`src/rtl/uart_boot_loader_if.sv`:
```
// Bus bundle between the boot loader, the 16550-style UART controller
// register port and the memory write port.
interface uart_boot_loader_if;
    logic        uart_ren;
    logic        uart_wen;
    logic [2:0]  uart_address;
    logic [31:0] uart_word_in;
    logic [31:0] uart_data_out;
    logic        mem_wen;
    logic [31:0] mem_addr;
    logic [31:0] mem_wdata;
    logic [3:0]  mem_wstrb;
    logic        mem_ready;

    modport master (
        output uart_ren, uart_wen, uart_address, uart_word_in,
        output mem_wen, mem_addr, mem_wdata, mem_wstrb,
        input  uart_data_out, mem_ready
    );

    modport slave (
        input  uart_ren, uart_wen, uart_address, uart_word_in,
        input  mem_wen, mem_addr, mem_wdata, mem_wstrb,
        output uart_data_out, mem_ready
    );
endinterface

```
`src/rtl/uart_boot_loader.sv`:
```
// UART boot loader: receives a framed image via the UART register port,
// writes it to memory as strobed words and returns an 8-bit checksum.
module uart_boot_loader #(
    parameter logic [7:0]  MAGIC          = 8'hA5,
    parameter logic [31:0] MAX_LEN        = 32'h0001_0000,
    parameter int unsigned TIMEOUT_CYCLES = 27_000_000
) (
    input  logic clk,
    input  logic reset,
    input  logic start,
    uart_boot_loader_if.master bus,
    output logic busy,
    output logic done,
    output logic error
);

    typedef enum logic [3:0] {
        IDLE, INIT_LCR, POLL_REQ, POLL_CHK, RD_REQ, RD_CHK,
        WAIT_CLR_REQ, WAIT_CLR_CHK, PARSE, MEM_WR,
        TX_POLL_REQ, TX_POLL_CHK, TX_WR, DONE, ERR
    } state_t;

    localparam logic [31:0] TMO_LAST = 32'(TIMEOUT_CYCLES - 1);
    localparam logic [2:0]  A_DATA   = 3'd0;
    localparam logic [2:0]  A_LCR    = 3'd3;
    localparam logic [2:0]  A_LSR    = 3'd5;

    state_t      state;
    logic [7:0]  rx_byte;
    logic [7:0]  csum;
    logic [3:0]  hdr_cnt;
    logic [31:0] len;
    logic [31:0] load_addr;
    logic [31:0] pay_cnt;
    logic [31:0] idle_cnt;
    logic [31:0] wbuf;
    logic [3:0]  strb;

    logic [31:0] wbuf_n;
    logic [3:0]  strb_n;
    logic [31:0] pay_next;
    logic [31:0] addr_full;
    logic [7:0]  rd_data;
    logic        timed_out;

    always_comb begin
        wbuf_n = wbuf;
        strb_n = strb;
        wbuf_n[{pay_cnt[1:0], 3'b000} +: 8] = rx_byte;
        strb_n[pay_cnt[1:0]] = 1'b1;
        pay_next  = pay_cnt + 32'd1;
        addr_full = {rx_byte, load_addr[31:8]};
        rd_data   = bus.uart_data_out[7:0];
        // Idle timer only arms once the magic byte has been accepted.
        timed_out = (hdr_cnt != 4'd0) && (idle_cnt == TMO_LAST);
    end

    always_ff @(posedge clk or negedge reset) begin
        if (!reset) begin
            state            <= IDLE;
            rx_byte          <= '0;
            csum             <= '0;
            hdr_cnt          <= '0;
            len              <= '0;
            load_addr        <= '0;
            pay_cnt          <= '0;
            idle_cnt         <= '0;
            wbuf             <= '0;
            strb             <= '0;
            busy             <= 1'b0;
            done             <= 1'b0;
            error            <= 1'b0;
            bus.uart_ren     <= 1'b0;
            bus.uart_wen     <= 1'b0;
            bus.uart_address <= '0;
            bus.uart_word_in <= '0;
            bus.mem_wen      <= 1'b0;
            bus.mem_addr     <= '0;
            bus.mem_wdata    <= '0;
            bus.mem_wstrb    <= '0;
        end else begin
            bus.uart_ren <= 1'b0;
            bus.uart_wen <= 1'b0;
            unique case (state)
                IDLE: begin
                    if (start) begin
                        done             <= 1'b0;
                        error            <= 1'b0;
                        csum             <= '0;
                        hdr_cnt          <= '0;
                        pay_cnt          <= '0;
                        idle_cnt         <= '0;
                        wbuf             <= '0;
                        strb             <= '0;
                        busy             <= 1'b1;
                        bus.uart_wen     <= 1'b1;
                        bus.uart_address <= A_LCR;
                        bus.uart_word_in <= {4{8'h03}};
                        state            <= INIT_LCR;
                    end
                end
                INIT_LCR: begin
                    bus.uart_ren     <= 1'b1;
                    bus.uart_address <= A_LSR;
                    state            <= POLL_REQ;
                end
                POLL_REQ: begin
                    if (timed_out) begin
                        state <= ERR;
                    end else begin
                        if (hdr_cnt != 4'd0) idle_cnt <= idle_cnt + 32'd1;
                        state <= POLL_CHK;
                    end
                end
                POLL_CHK: begin
                    if (timed_out) begin
                        state <= ERR;
                    end else begin
                        if (hdr_cnt != 4'd0) idle_cnt <= idle_cnt + 32'd1;
                        bus.uart_ren <= 1'b1;
                        if (rd_data[0]) begin
                            bus.uart_address <= A_DATA;
                            state            <= RD_REQ;
                        end else begin
                            bus.uart_address <= A_LSR;
                            state            <= POLL_REQ;
                        end
                    end
                end
                RD_REQ: state <= RD_CHK;
                RD_CHK: begin
                    rx_byte          <= rd_data;
                    bus.uart_ren     <= 1'b1;
                    bus.uart_address <= A_LSR;
                    state            <= WAIT_CLR_REQ;
                end
                WAIT_CLR_REQ: state <= WAIT_CLR_CHK;
                WAIT_CLR_CHK: begin
                    if (rd_data[0]) begin
                        bus.uart_ren     <= 1'b1;
                        bus.uart_address <= A_LSR;
                        state            <= WAIT_CLR_REQ;
                    end else begin
                        state <= PARSE;
                    end
                end
                PARSE: begin
                    idle_cnt <= '0;
                    if (hdr_cnt == 4'd0) begin
                        if (rx_byte != MAGIC) begin
                            state <= ERR;
                        end else begin
                            hdr_cnt          <= 4'd1;
                            bus.uart_ren     <= 1'b1;
                            bus.uart_address <= A_LSR;
                            state            <= POLL_REQ;
                        end
                    end else if (hdr_cnt < 4'd5) begin
                        len              <= {rx_byte, len[31:8]};
                        hdr_cnt          <= hdr_cnt + 4'd1;
                        bus.uart_ren     <= 1'b1;
                        bus.uart_address <= A_LSR;
                        state            <= POLL_REQ;
                    end else if (hdr_cnt < 4'd8) begin
                        load_addr        <= addr_full;
                        hdr_cnt          <= hdr_cnt + 4'd1;
                        bus.uart_ren     <= 1'b1;
                        bus.uart_address <= A_LSR;
                        state            <= POLL_REQ;
                    end else if (hdr_cnt == 4'd8) begin
                        load_addr <= addr_full;
                        hdr_cnt   <= 4'd9;
                        if (len > MAX_LEN || addr_full[1:0] != 2'b00) begin
                            state <= ERR;
                        end else begin
                            bus.uart_ren     <= 1'b1;
                            bus.uart_address <= A_LSR;
                            state <= (len == 32'd0) ? TX_POLL_REQ : POLL_REQ;
                        end
                    end else begin
                        wbuf    <= wbuf_n;
                        strb    <= strb_n;
                        csum    <= csum + rx_byte;
                        pay_cnt <= pay_next;
                        if (pay_cnt[1:0] == 2'd3 || pay_next == len) begin
                            bus.mem_wen   <= 1'b1;
                            bus.mem_addr  <= load_addr + {pay_cnt[31:2], 2'b00};
                            bus.mem_wdata <= wbuf_n;
                            bus.mem_wstrb <= strb_n;
                            state         <= MEM_WR;
                        end else begin
                            bus.uart_ren     <= 1'b1;
                            bus.uart_address <= A_LSR;
                            state            <= POLL_REQ;
                        end
                    end
                end
                MEM_WR: begin
                    if (bus.mem_ready) begin
                        bus.mem_wen      <= 1'b0;
                        wbuf             <= '0;
                        strb             <= '0;
                        bus.uart_ren     <= 1'b1;
                        bus.uart_address <= A_LSR;
                        state <= (pay_cnt == len) ? TX_POLL_REQ : POLL_REQ;
                    end
                end
                TX_POLL_REQ: state <= TX_POLL_CHK;
                TX_POLL_CHK: begin
                    if (rd_data[5]) begin
                        bus.uart_wen     <= 1'b1;
                        bus.uart_address <= A_DATA;
                        bus.uart_word_in <= {4{csum}};
                        state            <= TX_WR;
                    end else begin
                        bus.uart_ren     <= 1'b1;
                        bus.uart_address <= A_LSR;
                        state            <= TX_POLL_REQ;
                    end
                end
                TX_WR: state <= DONE;
                DONE: begin
                    done  <= 1'b1;
                    busy  <= 1'b0;
                    state <= IDLE;
                end
                ERR: begin
                    error <= 1'b1;
                    busy  <= 1'b0;
                    state <= IDLE;
                end
                default: state <= IDLE;
            endcase
        end
    end

endmodule

```
`src/flat_wrapper.sv`:
```
// flat-port wrapper written by rule: the top's interface ports become plain ports
module uart_boot_loader_flat 
#(
    parameter logic [7:0]  MAGIC          = 8'hA5,
    parameter logic [31:0] MAX_LEN        = 32'h0001_0000,
    parameter int unsigned TIMEOUT_CYCLES = 27_000_000
)
  (clk, reset, start, busy, done, error, bus_uart_ren, bus_uart_wen, bus_uart_address, bus_uart_word_in, bus_mem_wen, bus_mem_addr, bus_mem_wdata, bus_mem_wstrb, bus_uart_data_out, bus_mem_ready);
  uart_boot_loader_if bus_i ();
  input  logic clk;
  input  logic reset;
  input  logic start;
  output logic busy;
  output logic done;
  output logic error;
  output wire logic [$bits(bus_i.uart_ren)-1:0] bus_uart_ren;
  output wire logic [$bits(bus_i.uart_wen)-1:0] bus_uart_wen;
  output wire logic [$bits(bus_i.uart_address)-1:0] bus_uart_address;
  output wire logic [$bits(bus_i.uart_word_in)-1:0] bus_uart_word_in;
  output wire logic [$bits(bus_i.mem_wen)-1:0] bus_mem_wen;
  output wire logic [$bits(bus_i.mem_addr)-1:0] bus_mem_addr;
  output wire logic [$bits(bus_i.mem_wdata)-1:0] bus_mem_wdata;
  output wire logic [$bits(bus_i.mem_wstrb)-1:0] bus_mem_wstrb;
  input wire logic [$bits(bus_i.uart_data_out)-1:0] bus_uart_data_out;
  input wire logic [$bits(bus_i.mem_ready)-1:0] bus_mem_ready;
  assign bus_uart_ren = bus_i.uart_ren;
  assign bus_uart_wen = bus_i.uart_wen;
  assign bus_uart_address = bus_i.uart_address;
  assign bus_uart_word_in = bus_i.uart_word_in;
  assign bus_mem_wen = bus_i.mem_wen;
  assign bus_mem_addr = bus_i.mem_addr;
  assign bus_mem_wdata = bus_i.mem_wdata;
  assign bus_mem_wstrb = bus_i.mem_wstrb;
  assign bus_i.uart_data_out = bus_uart_data_out;
  assign bus_i.mem_ready = bus_mem_ready;
  uart_boot_loader #(.MAGIC(MAGIC), .MAX_LEN(MAX_LEN), .TIMEOUT_CYCLES(TIMEOUT_CYCLES)) u_core (.clk(clk), .reset(reset), .start(start), .bus(bus_i), .busy(busy), .done(done), .error(error));
endmodule
```
`config.mk`:
```
export PLATFORM = sky130hd
export DESIGN_NAME = uart_boot_loader_flat
export DESIGN_NICKNAME = d
export VERILOG_FILES = /design/src/rtl/uart_boot_loader_if.sv /design/src/rtl/uart_boot_loader.sv /design/src/flat_wrapper.sv
export SDC_FILE = /design/constraint.sdc
export NUM_CORES = 1
export LEC_CHECK = 0
export CAP_MARGIN = 20
export CORE_UTILIZATION = 30
export CTS_BUF_LIST = sky130_fd_sc_hd__clkbuf_8
export DETAILED_ROUTE_END_ITERATION = 16
export HOLD_SLACK_MARGIN = 0.08
export PLACE_DENSITY = 0.56
export SYNTH_ARGS = -nofsm -noshare
export SYNTH_HDL_FRONTEND = slang
export SYNTH_SLANG_ARGS = --single-unit
```
`constraint.sdc`:
```
create_clock -name clk -period 4.3 [get_ports clk]
set_clock_uncertainty 0.05 [all_clocks]
set_input_delay 0.645 -clock clk [delete_from_list [all_inputs] [get_ports clk]]
set_output_delay 0.645 -clock clk [all_outputs]
set_load 0.02 [all_outputs]
```
==> flow_summary.json <==
{
  "drc": 0,
  "max_slew_margin_pct": 44.0,
  "detail_route.wl_per_cell_um": 18.4,
  "clock.fmax_ghz": 0.263,
  "setup.worst_path.start_class": "flip-flop",
  "crit_start": "u_core.pay_cnt[1]$_DFFE_PN0P_",
  "nFillCells": 4992,
  "row_count": 81,
  "clk_latency_ns": 0.63,
  "topRoutingLayerUsed": "met4",
  "synth.top_cells.by_area": "dfrtp_1, a21oi_1, mux2_2",
  "antenna_cells": 0,
  "powerDensity_nw_per_um2": 469,
  "area_growth_syn_to_layout_pct": 18.8,
  "hp-start": "u_core.bus.mem_addr[19]$_DFFE_PN0P_",
  "setup-violations-final": 0,
  "final.setup.tns_ns": 0,
  "cts_tree": "built",
  "clock-sinks": 273,
  "htree_levels": 2,
  "cts.reportedPaths.clkPinSlew_ns": 0.06,
  "critPathRequiredTime_ns": 4.73,
  "reg2reg_from": "u_core.pay_cnt[1]$_DFFE_PN0P_",
  "die_y_um": 226,
  "routabilityCongestion": 0.897,
  "synth-seq-cells": 273,
  "hp-class": "flip-flop to flip-flop",
  "path_max_fanout": 43,
  "initial_core_util_pct": 30.6,
  "tightest_slew_ns": 0.838,
  "synth_nets": 1614,
  "drive_gt1_share_pct": 12.3,
  "layout.nets": 1709,
  "holdWs_ns": 0.432,
  "cp-end-kind": "flip-flop",
  "met2_length_mm": 19.5,
  "layout_commonest_cell": "dfrtp_1",
  "rsz0062_at_grt": "no",
  "period_needed_ns": 3.80,
  "synth_area_um2": 15100,
  "ys.flop_type": "dfrtp_1",
  "avgSynthCellArea_um2": 9.87,
  "vdd_drop_max_mv": 0.217,
  "yosysUniqueCellTypes": 68,
  "status": "completed",
  "cap_viol_max_count": 0,
  "io_pins": 145,
  "seq_area_frac_synth_pct": 45.3,
  "synth_warnings": 0,
  "synth_edf_count": 0,
  "grt_usage_pct": 17.0,
  "postSynth.asyncResetShare_pct": 100,
  "first_pass_iters": 6,
  "cts_resized": 0,
  "regArea_um2": 6830,
  "die_area_um2": 51200,
  "grt_overflow": 0,
  "fin_util_pct": 36.4,
  "clock_path_buffers": 3,
  "clockRootBuffer": "clkbuf_8",
  "yosysTopAreaCell": "dfrtp_1",
  "vias_per_cell": 5.10,
  "cts_made_buffers": 51,
  "synthCells": 1528,
  "vias": 11800,
  "report.final.slew_viol_count": 0,
  "total_power_mw": 8.41,
  "hold_violations": 0,
  "finalWirelength_mm": 42.8,
  "critPathKind": "flip-flop to flip-flop",
  "core_um2": 49300,
  "synth_top_area_share_pct": 45.3,
  "drt_iter0_drc": 712,
  "power.leakage_nw": 8.26,
  "crit_arrival_ns": 4.23,
  "cts_setup_buffers": 0,
  "hold_depth": 1,
  "wl_met1_mm": 20.2,
  "ant_nets": 0,
  "mostFrequentLayoutCells": "dfrtp_1, a21oi_1, clkdlybuf4s50_1",
  "grt_pass1_wl_mm": 68.4,
  "multi_input_area_um2": 7610,
  "period_share_pct": 88.4,
  "die-width_um": 226,
  "antenna_found_initial": 0,
  "first_global_vias": 12100,
  "place_hpwl_mm": 30.1,
  "portBuffers": 120,
  "r2r.worst_path.cells": 11,
  "grt_max_degree": 98,
  "wl_met3_mm": 2.04
}
==> metal layers <==
layer,track usage (%),vias up
met5,0,-
met4,6.30,0
met3,3.01,77
met2,26.7,276
met1,23.4,5844
li1,-,5649
==> cell families after synthesis <==
group,count (synthesis),synth area share (%)
and+or+nand+nor,464,15.7
AOI/OAI and AO/OA,375,15.1
DFF,273,45.3
buffers and inverters,135,4.41
muxes,116,8.57
xor gates and xnor gates,115,6.68
adders and majority gates,50,4.25
==> worst max-delay path: stages, from the launching register on <==
cell and delay, ns:
dfrtp_1 0.57, inv_1 0.17, ha_1 0.41, xnor2_1 0.35, o2111ai_1 0.20, a211oi_1 0.26, o2111ai_1 0.17, nor4_1 0.37
a31o_2 0.25, and2_2 0.19, buf_12 0.23, mux2_1 0.36
==> per-stage QoR <==
stage	cell area [um^2]	setup slack, ns	std cells
4_1_cts	17900	0.571	2324
3_5_place_dp	16800	0.465	2233
3_3_place_gp	16800	0.481	2233
2_1_floorplan	15100	0.951	1528
5_1_grt	17900	0.315	2324
6_report	17900	0.501	2324
==> Yosys cell counts, types with 3 or more instances <==
library cell and count:
o211ai_1 5, a211oi_1 5, buf_4 24, ha_1 48, mux2_2 74, nor2b_1 47
nor2_1 116, mux2_1 31, nor4_1 18, or3_1 14, or2_2 6, nor4bb_1 3
o21ai_0 59, inv_1 28, xnor2_1 61, a31o_2 3, nand2_1 102, nand3_1 39
a21o_1 17, o21bai_1 7, and2_1 7, o31ai_1 7, dfrtp_1 273, and4_1 3
buf_6 8, and3_1 22, a2111oi_0 5, mux2i_1 11, o22ai_1 4, nor3_1 30
buf_2 7, nand4_1 23, o21ai_1 5, a21oi_1 182, o2111ai_1 5, o21a_1 7
xor2_1 54, nand2b_1 9, a31oi_1 5, nor4b_1 7, a22o_1 44, or4_1 5
clkbuf_1 66
==> area by class of cell <==
class                      instances  share of cell area (%)
multi-input combinational       1120                    42.5
sequential                       273                    38.1
timing repair buffer             149                    8.17
clock buffer                      65                    4.99
tap                              664                    4.64
clock inverter                    25                    1.02
inverter                          28                   0.587
==> flip-flops by register name, indices dropped and copies added, names as in the netlist, 3 cells and up <==
name,flops
u_core.bus.mem_addr,32
u_core.bus.mem_wdata,32
u_core.idle_cnt,32
u_core.len,32
u_core.load_addr,32
u_core.pay_cnt,32
u_core.wbuf,32
u_core.bus.uart_word_in,8
u_core.csum,8
u_core.rx_byte,8
u_core.bus.mem_wstrb,4
u_core.hdr_cnt,4
u_core.state,4
u_core.strb,4
u_core.bus.uart_address,3
==> repair_timing <==
action,CTS,global route
hold buffers,1,0
endpoints found under the hold margin,88,0
setup endpoints to repair,0,0
==> report_power, final <==
| part | internal (mW) | switching [mW] | total (mW) |
|---|---|---|---|
| sequential | 2.81 | 0.604 | 3.41 |
| clock | 1.49 | 1.19 | 2.68 |
| combinational | 0.932 | 1.39 | 2.32 |
| total | 5.23 | 3.18 | 8.41 |
==> final timing paths <==
path | slack (ns) | endpoint
setup / recovery | 0.50 | u_core.bus.mem_addr[4]$_DFFE_PN0P_
hold / removal | 0.43 | u_core.bus.mem_addr[19]$_DFFE_PN0P_
setup reg to reg | 0.50 | u_core.bus.mem_addr[4]$_DFFE_PN0P_
hold reg to reg | 0.43 | u_core.bus.mem_addr[19]$_DFFE_PN0P_
max in group asynchronous | 2.60 | u_core.load_addr[17]$_DFFE_PN0P_
min in group asynchronous | 0.62 | u_core.bus.uart_word_in[27]$_DFFE_PN0P_
Power figures use the tool's default switching activity.
